--- config.mk ---
export PLATFORM = sky130hd
export DESIGN_NAME = sa_pe
export DESIGN_NICKNAME = d
export VERILOG_FILES = /design/src/rtl/sa_pe_pkg.sv /design/src/rtl/sa_pe_mac_stage.sv /design/src/rtl/sa_pe.sv
export SDC_FILE = /design/constraint.sdc
export NUM_CORES = 1
export LEC_CHECK = 0
export CAP_MARGIN = 20
export CELL_PAD_IN_SITES_DETAIL_PLACEMENT = 1
export CELL_PAD_IN_SITES_GLOBAL_PLACEMENT = 2
export CORE_ASPECT_RATIO = 1.75
export CORE_UTILIZATION = 33
export DETAILED_ROUTE_END_ITERATION = 10
export PLACE_DENSITY_LB_ADDON = 0.15
export SYNTH_ARGS = -nofsm -noshare
export SYNTH_HDL_FRONTEND = slang
export SYNTH_SLANG_ARGS = --single-unit
--- constraint.sdc ---
create_clock -name i_clk -period 4.55 [get_ports i_clk]
set_input_delay 1.1375 -clock i_clk [delete_from_list [all_inputs] [get_ports i_clk]]
set_output_delay 1.1375 -clock i_clk [all_outputs]
set_load 0.03 [all_outputs]
--- src/rtl/sa_pe_pkg.sv ---
// ============================================================================
// Module   : sa_pe_pkg
// Brief    : Shared types, default widths and saturation bound helpers for sa_pe.
// Revision : 1.0
// ============================================================================
`default_nettype none

package sa_pe_pkg;

  typedef enum logic [0:0] {
    ST_LOAD    = 1'b0,
    ST_COMPUTE = 1'b1
  } pe_state_t;

  localparam int c_data_w     = 8;
  localparam int c_weight_w   = 8;
  localparam int c_acc_w      = 32;
  localparam int c_load_count = 1;
  localparam int c_sat_max_w  = 64;

  // Bounds are returned in a 64-bit container; callers slice the low w bits.
  function automatic logic [c_sat_max_w-1:0] sat_max(input int w, input bit sgn);
    if (sgn) return (64'd1 << (w - 1)) - 64'd1;
    else     return (64'd1 << w) - 64'd1;
  endfunction

  function automatic logic [c_sat_max_w-1:0] sat_min(input int w, input bit sgn);
    if (sgn) return 64'd1 << (w - 1);
    else     return '0;
  endfunction

endpackage

`default_nettype wire

--- src/rtl/sa_pe_mac_stage.sv ---
// ============================================================================
// Module   : pe_mac_stage
// Brief    : Multiply register, extend-and-add stage and south output register.
//            Saturating add is enabled by defining PE_SAT_EN.
// Revision : 1.0
// ============================================================================
`default_nettype none

module pe_mac_stage
  import sa_pe_pkg::*;
#(
  parameter int DATA_W   = c_data_w,
  parameter int WEIGHT_W = c_weight_w,
  parameter int ACC_W    = c_acc_w,
  parameter int SIGNED   = 0
) (
  input  logic                i_clk,
  input  logic                i_rst_n,
  input  logic                i_mul_en,
  input  logic [DATA_W-1:0]   i_west_data,
  input  logic [WEIGHT_W-1:0] i_weight,
  input  logic                i_acc_en,
  input  logic [ACC_W-1:0]    i_north_psum,
  input  logic                i_fwd_en,
  input  logic [ACC_W-1:0]    i_fwd_data,
  output logic [ACC_W-1:0]    o_south_psum,
  output logic                o_south_valid,
  output logic                o_sat
);

  localparam int c_prod_w = DATA_W + WEIGHT_W;

  logic [c_prod_w-1:0] w_prod;
  logic [c_prod_w-1:0] r_prod;
  logic                r_prod_valid;
  logic [ACC_W-1:0]    w_prod_x;
  logic [ACC_W-1:0]    w_sum;
  logic [ACC_W-1:0]    r_south_psum;
  logic                r_south_valid;

  if (SIGNED != 0) begin : g_signed
    logic signed [c_prod_w-1:0] w_a_s;
    logic signed [c_prod_w-1:0] w_b_s;
    assign w_a_s    = c_prod_w'($signed(i_west_data));
    assign w_b_s    = c_prod_w'($signed(i_weight));
    assign w_prod   = w_a_s * w_b_s;
    assign w_prod_x = ACC_W'($signed(r_prod));
  end else begin : g_unsigned
    assign w_prod   = c_prod_w'(i_west_data) * c_prod_w'(i_weight);
    assign w_prod_x = ACC_W'(r_prod);
  end

`ifdef PE_SAT_EN
  localparam logic [c_sat_max_w-1:0] c_hi = sat_max(ACC_W, SIGNED != 0);
  localparam logic [c_sat_max_w-1:0] c_lo = sat_min(ACC_W, SIGNED != 0);

  logic [ACC_W:0] w_a;
  logic [ACC_W:0] w_b;
  logic [ACC_W:0] w_sum_x;
  logic           w_clamp;
  logic           r_sat;

  // One guard bit exposes overflow in either signedness.
  always_comb begin
    w_a     = {1'b0, w_prod_x};
    w_b     = {1'b0, i_north_psum};
    w_clamp = 1'b0;
    if (SIGNED != 0) begin
      w_a = {w_prod_x[ACC_W-1], w_prod_x};
      w_b = {i_north_psum[ACC_W-1], i_north_psum};
    end
    w_sum_x = w_a + w_b;
    w_sum   = w_sum_x[ACC_W-1:0];
    if (SIGNED != 0) begin
      if (w_sum_x[ACC_W] != w_sum_x[ACC_W-1]) begin
        w_clamp = 1'b1;
        w_sum   = w_sum_x[ACC_W] ? c_lo[ACC_W-1:0] : c_hi[ACC_W-1:0];
      end
    end else if (w_sum_x[ACC_W]) begin
      w_clamp = 1'b1;
      w_sum   = c_hi[ACC_W-1:0];
    end
  end

  always_ff @(posedge i_clk or negedge i_rst_n) begin
    if (!i_rst_n) begin
      r_sat <= 1'b0;
    end else if (i_acc_en && r_prod_valid && w_clamp) begin
      r_sat <= 1'b1;
    end
  end

  assign o_sat = r_sat;
`else
  assign w_sum = w_prod_x + i_north_psum;
  assign o_sat = 1'b0;
`endif

  always_ff @(posedge i_clk or negedge i_rst_n) begin
    if (!i_rst_n) begin
      r_prod        <= '0;
      r_prod_valid  <= 1'b0;
      r_south_psum  <= '0;
      r_south_valid <= 1'b0;
    end else begin
      r_prod_valid <= i_mul_en;
      if (i_mul_en) r_prod <= w_prod;
      if (i_fwd_en) begin
        r_south_psum  <= i_fwd_data;
        r_south_valid <= 1'b1;
      end else if (i_acc_en) begin
        r_south_valid <= r_prod_valid;
        if (r_prod_valid) r_south_psum <= w_sum;
      end else begin
        r_south_valid <= 1'b0;
      end
    end
  end

  assign o_south_psum  = r_south_psum;
  assign o_south_valid = r_south_valid;

endmodule

`default_nettype wire

--- src/rtl/sa_pe.sv ---
// ============================================================================
// Module   : sa_pe
// Brief    : Weight-stationary systolic PE: load FSM, weight register, east skew.
//            Define PE_SAT_EN for a saturating accumulate with sticky o_sat.
// Revision : 1.0
// ============================================================================
`default_nettype none

module sa_pe
  import sa_pe_pkg::*;
#(
  parameter int DATA_W     = c_data_w,
  parameter int WEIGHT_W   = c_weight_w,
  parameter int ACC_W      = c_acc_w,
  parameter int LOAD_COUNT = c_load_count,
  parameter int SIGNED     = 0
) (
  input  logic                i_clk,
  input  logic                i_rst_n,
  input  logic [DATA_W-1:0]   i_west_data,
  input  logic                i_west_valid,
  output logic [DATA_W-1:0]   o_east_data,
  output logic                o_east_valid,
  input  logic [ACC_W-1:0]    i_north_psum,
  input  logic                i_north_valid,
  output logic [ACC_W-1:0]    o_south_psum,
  output logic                o_south_valid,
  input  logic                i_reload,
  output logic                o_compute,
  output logic [WEIGHT_W-1:0] o_weight,
  output logic                o_sat
);

  localparam int c_cnt_w = (LOAD_COUNT > 1) ? $clog2(LOAD_COUNT) : 1;
  localparam logic [c_cnt_w-1:0] c_last = c_cnt_w'(LOAD_COUNT - 1);

  if (LOAD_COUNT < 1) begin : g_bad_load_count
    $error("sa_pe: LOAD_COUNT must be >= 1");
  end
  if (DATA_W + WEIGHT_W > ACC_W) begin : g_bad_acc_w
    $error("sa_pe: DATA_W + WEIGHT_W must not exceed ACC_W");
  end

  pe_state_t           r_state;
  pe_state_t           w_state_nxt;
  logic [c_cnt_w-1:0]  r_cnt;
  logic [c_cnt_w-1:0]  w_cnt_nxt;
  logic [WEIGHT_W-1:0] r_weight;
  logic [DATA_W-1:0]   r_east_data;
  logic                r_east_valid;
  logic                w_is_compute;
  logic                w_beat;
  logic                w_mul_en;
  logic                w_acc_en;
  logic [ACC_W-1:0]    w_fwd_data;

  assign w_is_compute = (r_state == ST_COMPUTE);
  // A reload in LOAD wins over a simultaneous beat: the beat is dropped.
  assign w_beat       = !w_is_compute && i_north_valid && !i_reload;
  assign w_mul_en     = w_is_compute && i_west_valid && !i_reload;
  assign w_acc_en     = w_is_compute && !i_reload;
  assign w_fwd_data   = ACC_W'(i_north_psum[WEIGHT_W-1:0]);

  always_ff @(posedge i_clk or negedge i_rst_n) begin
    if (!i_rst_n) begin
      r_state <= ST_LOAD;
      r_cnt   <= '0;
    end else begin
      r_state <= w_state_nxt;
      r_cnt   <= w_cnt_nxt;
    end
  end

  always_comb begin
    w_state_nxt = r_state;
    w_cnt_nxt   = r_cnt;
    case (r_state)
      ST_LOAD: begin
        if (i_reload) begin
          w_cnt_nxt = '0;
        end else if (i_north_valid) begin
          if (r_cnt == c_last) begin
            w_state_nxt = ST_COMPUTE;
            w_cnt_nxt   = '0;
          end else begin
            w_cnt_nxt = r_cnt + 1'b1;
          end
        end
      end
      ST_COMPUTE: begin
        if (i_reload) begin
          w_state_nxt = ST_LOAD;
          w_cnt_nxt   = '0;
        end
      end
      default: begin
        w_state_nxt = ST_LOAD;
        w_cnt_nxt   = '0;
      end
    endcase
  end

  always_ff @(posedge i_clk or negedge i_rst_n) begin
    if (!i_rst_n) begin
      r_weight     <= '0;
      r_east_data  <= '0;
      r_east_valid <= 1'b0;
    end else begin
      if (w_beat) r_weight <= i_north_psum[WEIGHT_W-1:0];
      r_east_data  <= i_west_data;
      r_east_valid <= i_west_valid;
    end
  end

  pe_mac_stage #(
    .DATA_W   (DATA_W),
    .WEIGHT_W (WEIGHT_W),
    .ACC_W    (ACC_W),
    .SIGNED   (SIGNED)
  ) u_mac (
    .i_clk         (i_clk),
    .i_rst_n       (i_rst_n),
    .i_mul_en      (w_mul_en),
    .i_west_data   (i_west_data),
    .i_weight      (r_weight),
    .i_acc_en      (w_acc_en),
    .i_north_psum  (i_north_psum),
    .i_fwd_en      (w_beat),
    .i_fwd_data    (w_fwd_data),
    .o_south_psum  (o_south_psum),
    .o_south_valid (o_south_valid),
    .o_sat         (o_sat)
  );

  assign o_east_data  = r_east_data;
  assign o_east_valid = r_east_valid;
  assign o_compute    = w_is_compute;
  assign o_weight     = r_weight;

endmodule

`default_nettype wire

### Yosys cells after proc, flatten, opt, wreduce, memory -nomap -nowiden

Index checks and enable logic that the tools add are counted.

* bits in registers: 69
* input port bits: 45
* output and inout port bits: 52
* word-level logic and storage cells: 41

* add/subtract/negate cells: 2
* multipliers: 1
* equal/unequal tests: 2
* muxes and demuxes: 15
* bitwise gates (word level): 1
* reductions and logical operators: 11

Operators by type and width (count)
* $mux 32: 3
* $add 16x32->32: 1
* $mul 8x8->16: 1
* $mux 1: 10
* $logic_and 1x1->1: 5
* $pmux 1 s2: 2
* $reduce_and 2->1: 2
* $reduce_bool 2->1: 2
* $ne 3x3->1 const B: 1
* $logic_not 1->1: 2
* $ne 2x2->1 const B: 1
* $add 1x1->1 const B: 1
* $not 1->1: 1

### Logic depth before layout (Yosys ltp)

* depth after elaboration: 5
* depth in mapped cells: 18

### Modules after synthesis

A second synthesis with hierarchy kept.

* cell total of the unflattened synthesis: 618
* area total of the unflattened synthesis: 5848.1 um2

By module, submodules not included
* pe_mac_stage: instances 1, cells an instance 585, area an instance 5258.8 um2
* sa_pe: instances 1, cells an instance 33, area an instance 589.3 um2

### Worst setup path after synthesis

OpenSTA, ideal clock, no wires.

* path type: input -> register
* from: in i_west_data[1]
* to: reg u_mac.r_prod[12]
* library setup time: 0.095 ns
* arrival time: 4.621 ns
* slack: -0.167 ns
* stages: 13
* buffers on the path: 0
* cell sequence: and2_1 -> fa_1 -> fa_1 -> inv_1 -> fa_1 -> fa_1 -> inv_1 -> ha_1 -> nor2b_1 -> o31ai_1 -> a211oi_1 -> o21a_1 -> o31ai_1

* word-level cells in the longest chain between the ends: 1

Ends and longest elaborated chain
* start, declared: line sa_pe.sv:20 `input logic [DATA_W-1:0] i_west_data,`
* $mul 8x8->16: line sa_pe_mac_stage.sv:49 `assign w_prod = c_prod_w'(i_west_data) * c_prod_w'(i_weight);`
* end signal, assigned: line sa_pe_mac_stage.sv:107 `if (i_mul_en) r_prod <= w_prod;`
* end, declared: line sa_pe_mac_stage.sv:34 `logic [c_prod_w-1:0] r_prod;`

No other way between the ends.
A chain may end at the register's enable or synchronous reset.

### Final worst setup path

* from: in i_west_data[3]
* to: reg u_mac.r_prod[14]

Same word-level chain as after synthesis.

==> flow_summary.yaml <==
sta:
  hold_viol: 0
  skew_ns: 0.0136
  slew-limit-headroom_pct: 38.1
  max_freq_mhz: 225
  fin_crit_sh_pct: 97.6
  rsz0062_at_grt: "yes"
  finalMaxSlewViolations: 0
  tightest_slew_ns: 0.929
  layout_min_cycle_time_ns: 4.44
  finalSetupViolCount: 0
die:
  die_w_um: 100
  row_count: 62
  die_height_um: 174
  core_area_um2: 16500
  pin_count: 97
  initial_core_util_pct: 33.9
  die-area_um2: 17500
place:
  io_buffers: 95
  placed_area_um2: 7130
  dp_hpwl_mm: 12.9
  routabilityCongestion: 0.840
detailed_routing:
  dr.pass1.iters: 4
  drc: 0
  vias: 4757
  drt_iter0_drc: 104
  routed_wl_mm: 16.1
  postRouteAntennaNets: 0
  wl_per_cell_um: 16.6
  viasPerCell: 4.90
synth:
  synth-seq-area-share_pct: 30.4
  synth-simple-area-share_pct: 19.2
  synth_area_um2: 5600
  avgSynthCellArea_um2: 9.14
  async_reset_ff_share_pct: 100
  yosys_warnings: 0
  syn-num-nets: 747
  synth_top_family_by_area: "adder cells"
  syn_inst: 613
  synth_xor_area_share_pct: 5.00
  synth-compound-area-share_pct: 15.1
  synth.distinct_cells: 56
  synth-seq-cells: 68
  synthAdderAreaFrac_pct: 24.8
  synth_flop_cell: "dfrtp_1"
  synthMuxAreaShare_pct: 0.201
  synth_edf_count: 0
critical_path:
  path_buf_inv: 4
  crit_path_top_delay_cell: "fa_1"
  cp.required_ns: 4.79
  critPathTopFamily: "adder cells"
  r2r_setup_slack_ns: 0.30
  worstReg2RegEnd: "u_mac.r_prod[14]"
  endpoint_kind: "flop"
  path_cells: "buf_6 -> nand2_2 -> fa_1 -> fa_1 -> inv_2 -> fa_1 -> inv_2 -> fa_1 -> inv_2 -> ha_4 -> o21a_1 -> o31ai_4 -> a211o_1 -> and3_1 -> o31ai_1"
  cp-startpoint: "i_west_data[3]"
  startpoint_type: "input port"
  cp.arrival_ns: 4.68
  critPathMaxStageDelay_ns: 0.54
  path_class: "input port to flop"
  crit_end: "u_mac.r_prod[14]"
  reg2reg_depth: 14
  crit_path_max_fanout: 7
  path_common_cell: "fa_1"
  r2r-start: "o_weight[3]"
  crit_cells: 15
layout:
  diodes: 0
  nFillCells: 1944
  final_area_um2: 7600
  final_nets: 875
  area_growth_pct: 35.7
  drive_gt1_share_pct: 17.4
  fin_util_pct: 46.0
clock_network:
  holdBufCountCts: 0
  cts_max_level: 3
  clkSlewWorstSetupHoldPaths_ns: 0.06
  root_buffer: "clkbuf_16"
  cts_tree: "built"
  clock_latency_ns: 0.34
  cts.sinks: 68
  cts_buffer_depth: 2
  numCtsBuffers: 9
global_route:
  grt_pass1_wl_mm: 26.7
  grt.overflow.total: 0
  track_usage_pct: 19.5
  grt_pass1_vias: 5473
  grt_max_degree: 69
  antenna_found_initial: 0
power:
  p_leak_nw: 3.52
  vdd_drop_max_uv: 216
  p_per_area_nw_per_um2: 517
outcome:
  outcome: "completed"
worst_hold_path:
  hold_class: "flop to flop"
  hold_start: "u_mac.o_south_psum[30]"
flow_run:
  drv_cap: 0
[layout make-up]
cell class                      instances  area [um^2]  share of cell area, %
Multi-Input combinational cell        469         3860                   50.7
Sequential cell                        68         1700                   22.4
Timing Repair Buffer                  133         1250                   16.5
Tap cell                              224          280                   3.69
Clock buffer                            9          225                   2.96
Inverter                               60          225                   2.96
Clock inverter                          7         57.6                  0.757
[state kept, by name, indices dropped and copies added, names as in the netlist]
name,flops
o_compute,1
o_weight,8
u_mac.r_prod_valid,1
u_mac.r_prod,16
u_mac.o_south_psum,32
o_east_data,8
u_mac.o_south_valid,1
o_east_valid,1
[per-layer routing]
metal / track usage [%] / vias to the layer above / part of all wire (%)
met5: 0 / - / 0
met4: 6.58 / 0 / 2.0
met3: 2.25 / 18 / 2.3
met2: 38.9 / 82 / 58
met1: 20.2 / 2364 / 38
li1: - / 2293 / -
[tightest hold or removal path, delay by kind of cell (launching register included)]
family,cells,cell delay [ns]
and+or+nand+nor,1,0.05
AOI/OAI and AO/OA,1,0.06
DFF,1,0.34
[cell usage after synthesis (all sizes together) (3+ instances only)]
| cell | n | area (um^2) |
|---|---|---|
| nor3 | 6 | 30.0 |
| a21o | 10 | 76.3 |
| dfrtp | 68 | 1700 |
| a211oi | 9 | 85.1 |
| o31ai | 3 | 22.5 |
| o21a | 8 | 60.1 |
| xor2 | 22 | 193 |
| a21oi | 26 | 156 |
| nand3 | 7 | 35.0 |
| clkbuf | 15 | 56.3 |
| nor2b | 4 | 25.0 |
| nor2 | 23 | 91.3 |
| o2111ai | 4 | 41.3 |
| xnor2 | 10 | 87.6 |
| o21ai | 48 | 251 |
| nand2b | 7 | 43.8 |
| and2 | 53 | 332 |
| o211ai | 4 | 30.0 |
| inv | 60 | 225 |
| ha | 52 | 651 |
| nand2 | 100 | 375 |
| fa | 37 | 741 |
| and3 | 8 | 51.3 |
[worst min-delay path by stage]
stage / cells after the start / slack (ns) / end
2_1_floorplan: 2 / 0.44 / u_mac.r_prod[0]
3_3_place_gp: 2 / 0.46 / u_mac.o_south_psum[21]
3_5_place_dp: 2 / 0.47 / u_mac.o_south_psum[30]
4_1_cts: 2 / 0.49 / u_mac.o_south_psum[30]
5_1_grt: 2 / 0.52 / u_mac.r_prod[4]
6_report: 2 / 0.48 / u_mac.o_south_psum[30]
[layout by cell type (no fill, tap or decap), types with 19 or more instances in the layout]
cell / netlist / routed
nand2_1: 100 / 95
clkdlybuf4s50_1: 0 / 86
dfrtp_1: 68 / 68
inv_1: 60 / 52
ha_1: 52 / 45
and2_1: 53 / 43
o21ai_0: 44 / 40
buf_4: 1 / 39
fa_1: 37 / 33
xor2_1: 22 / 22
a21oi_1: 23 / 20
nor2_1: 21 / 19
[report_power, final]
part | internal [mW] | leakage (nW) | switching [mW]
clock network | 0.378 | 0.135 | 0.296
registers | 0.704 | 0.877 | 0.0937
logic | 1.18 | 2.51 | 1.28
[through the flow]
step / power [mW] / TNS, ns / instances / setup slack [ns] / hold slack, ns
3_5_place_dp: 3.04 / -7.35 / 950 / -0.948 / 0.473
6_report: 3.93 / 0 / 970 / 0.109 / 0.484
3_3_place_gp: 2.96 / -5.99 / 950 / -0.815 / 0.463
5_1_grt: 4.27 / -0.0306 / 970 / -0.0189 / 0.517
4_1_cts: 3.87 / 0 / 969 / 0.000455 / 0.486
2_1_floorplan: 2.32 / -0.000625 / 613 / -0.000625 / 0.443
[cell families after synthesis]
kind of cell / Yosys count
flops: 68
compound gates: 126
simple gates: 220
fa+ha+maj: 89
mux: 1
other cells: 1
xor+xnor: 32
buf+inv: 76
[repair_timing]
item	CTS	global route
buffers inserted	3	1
hold endpoints to repair	0	0
endpoints found under the setup margin	9	6
gates resized for setup	54	42
pin swaps	21	45
No activity file was read; power rests on OpenSTA's default activity.
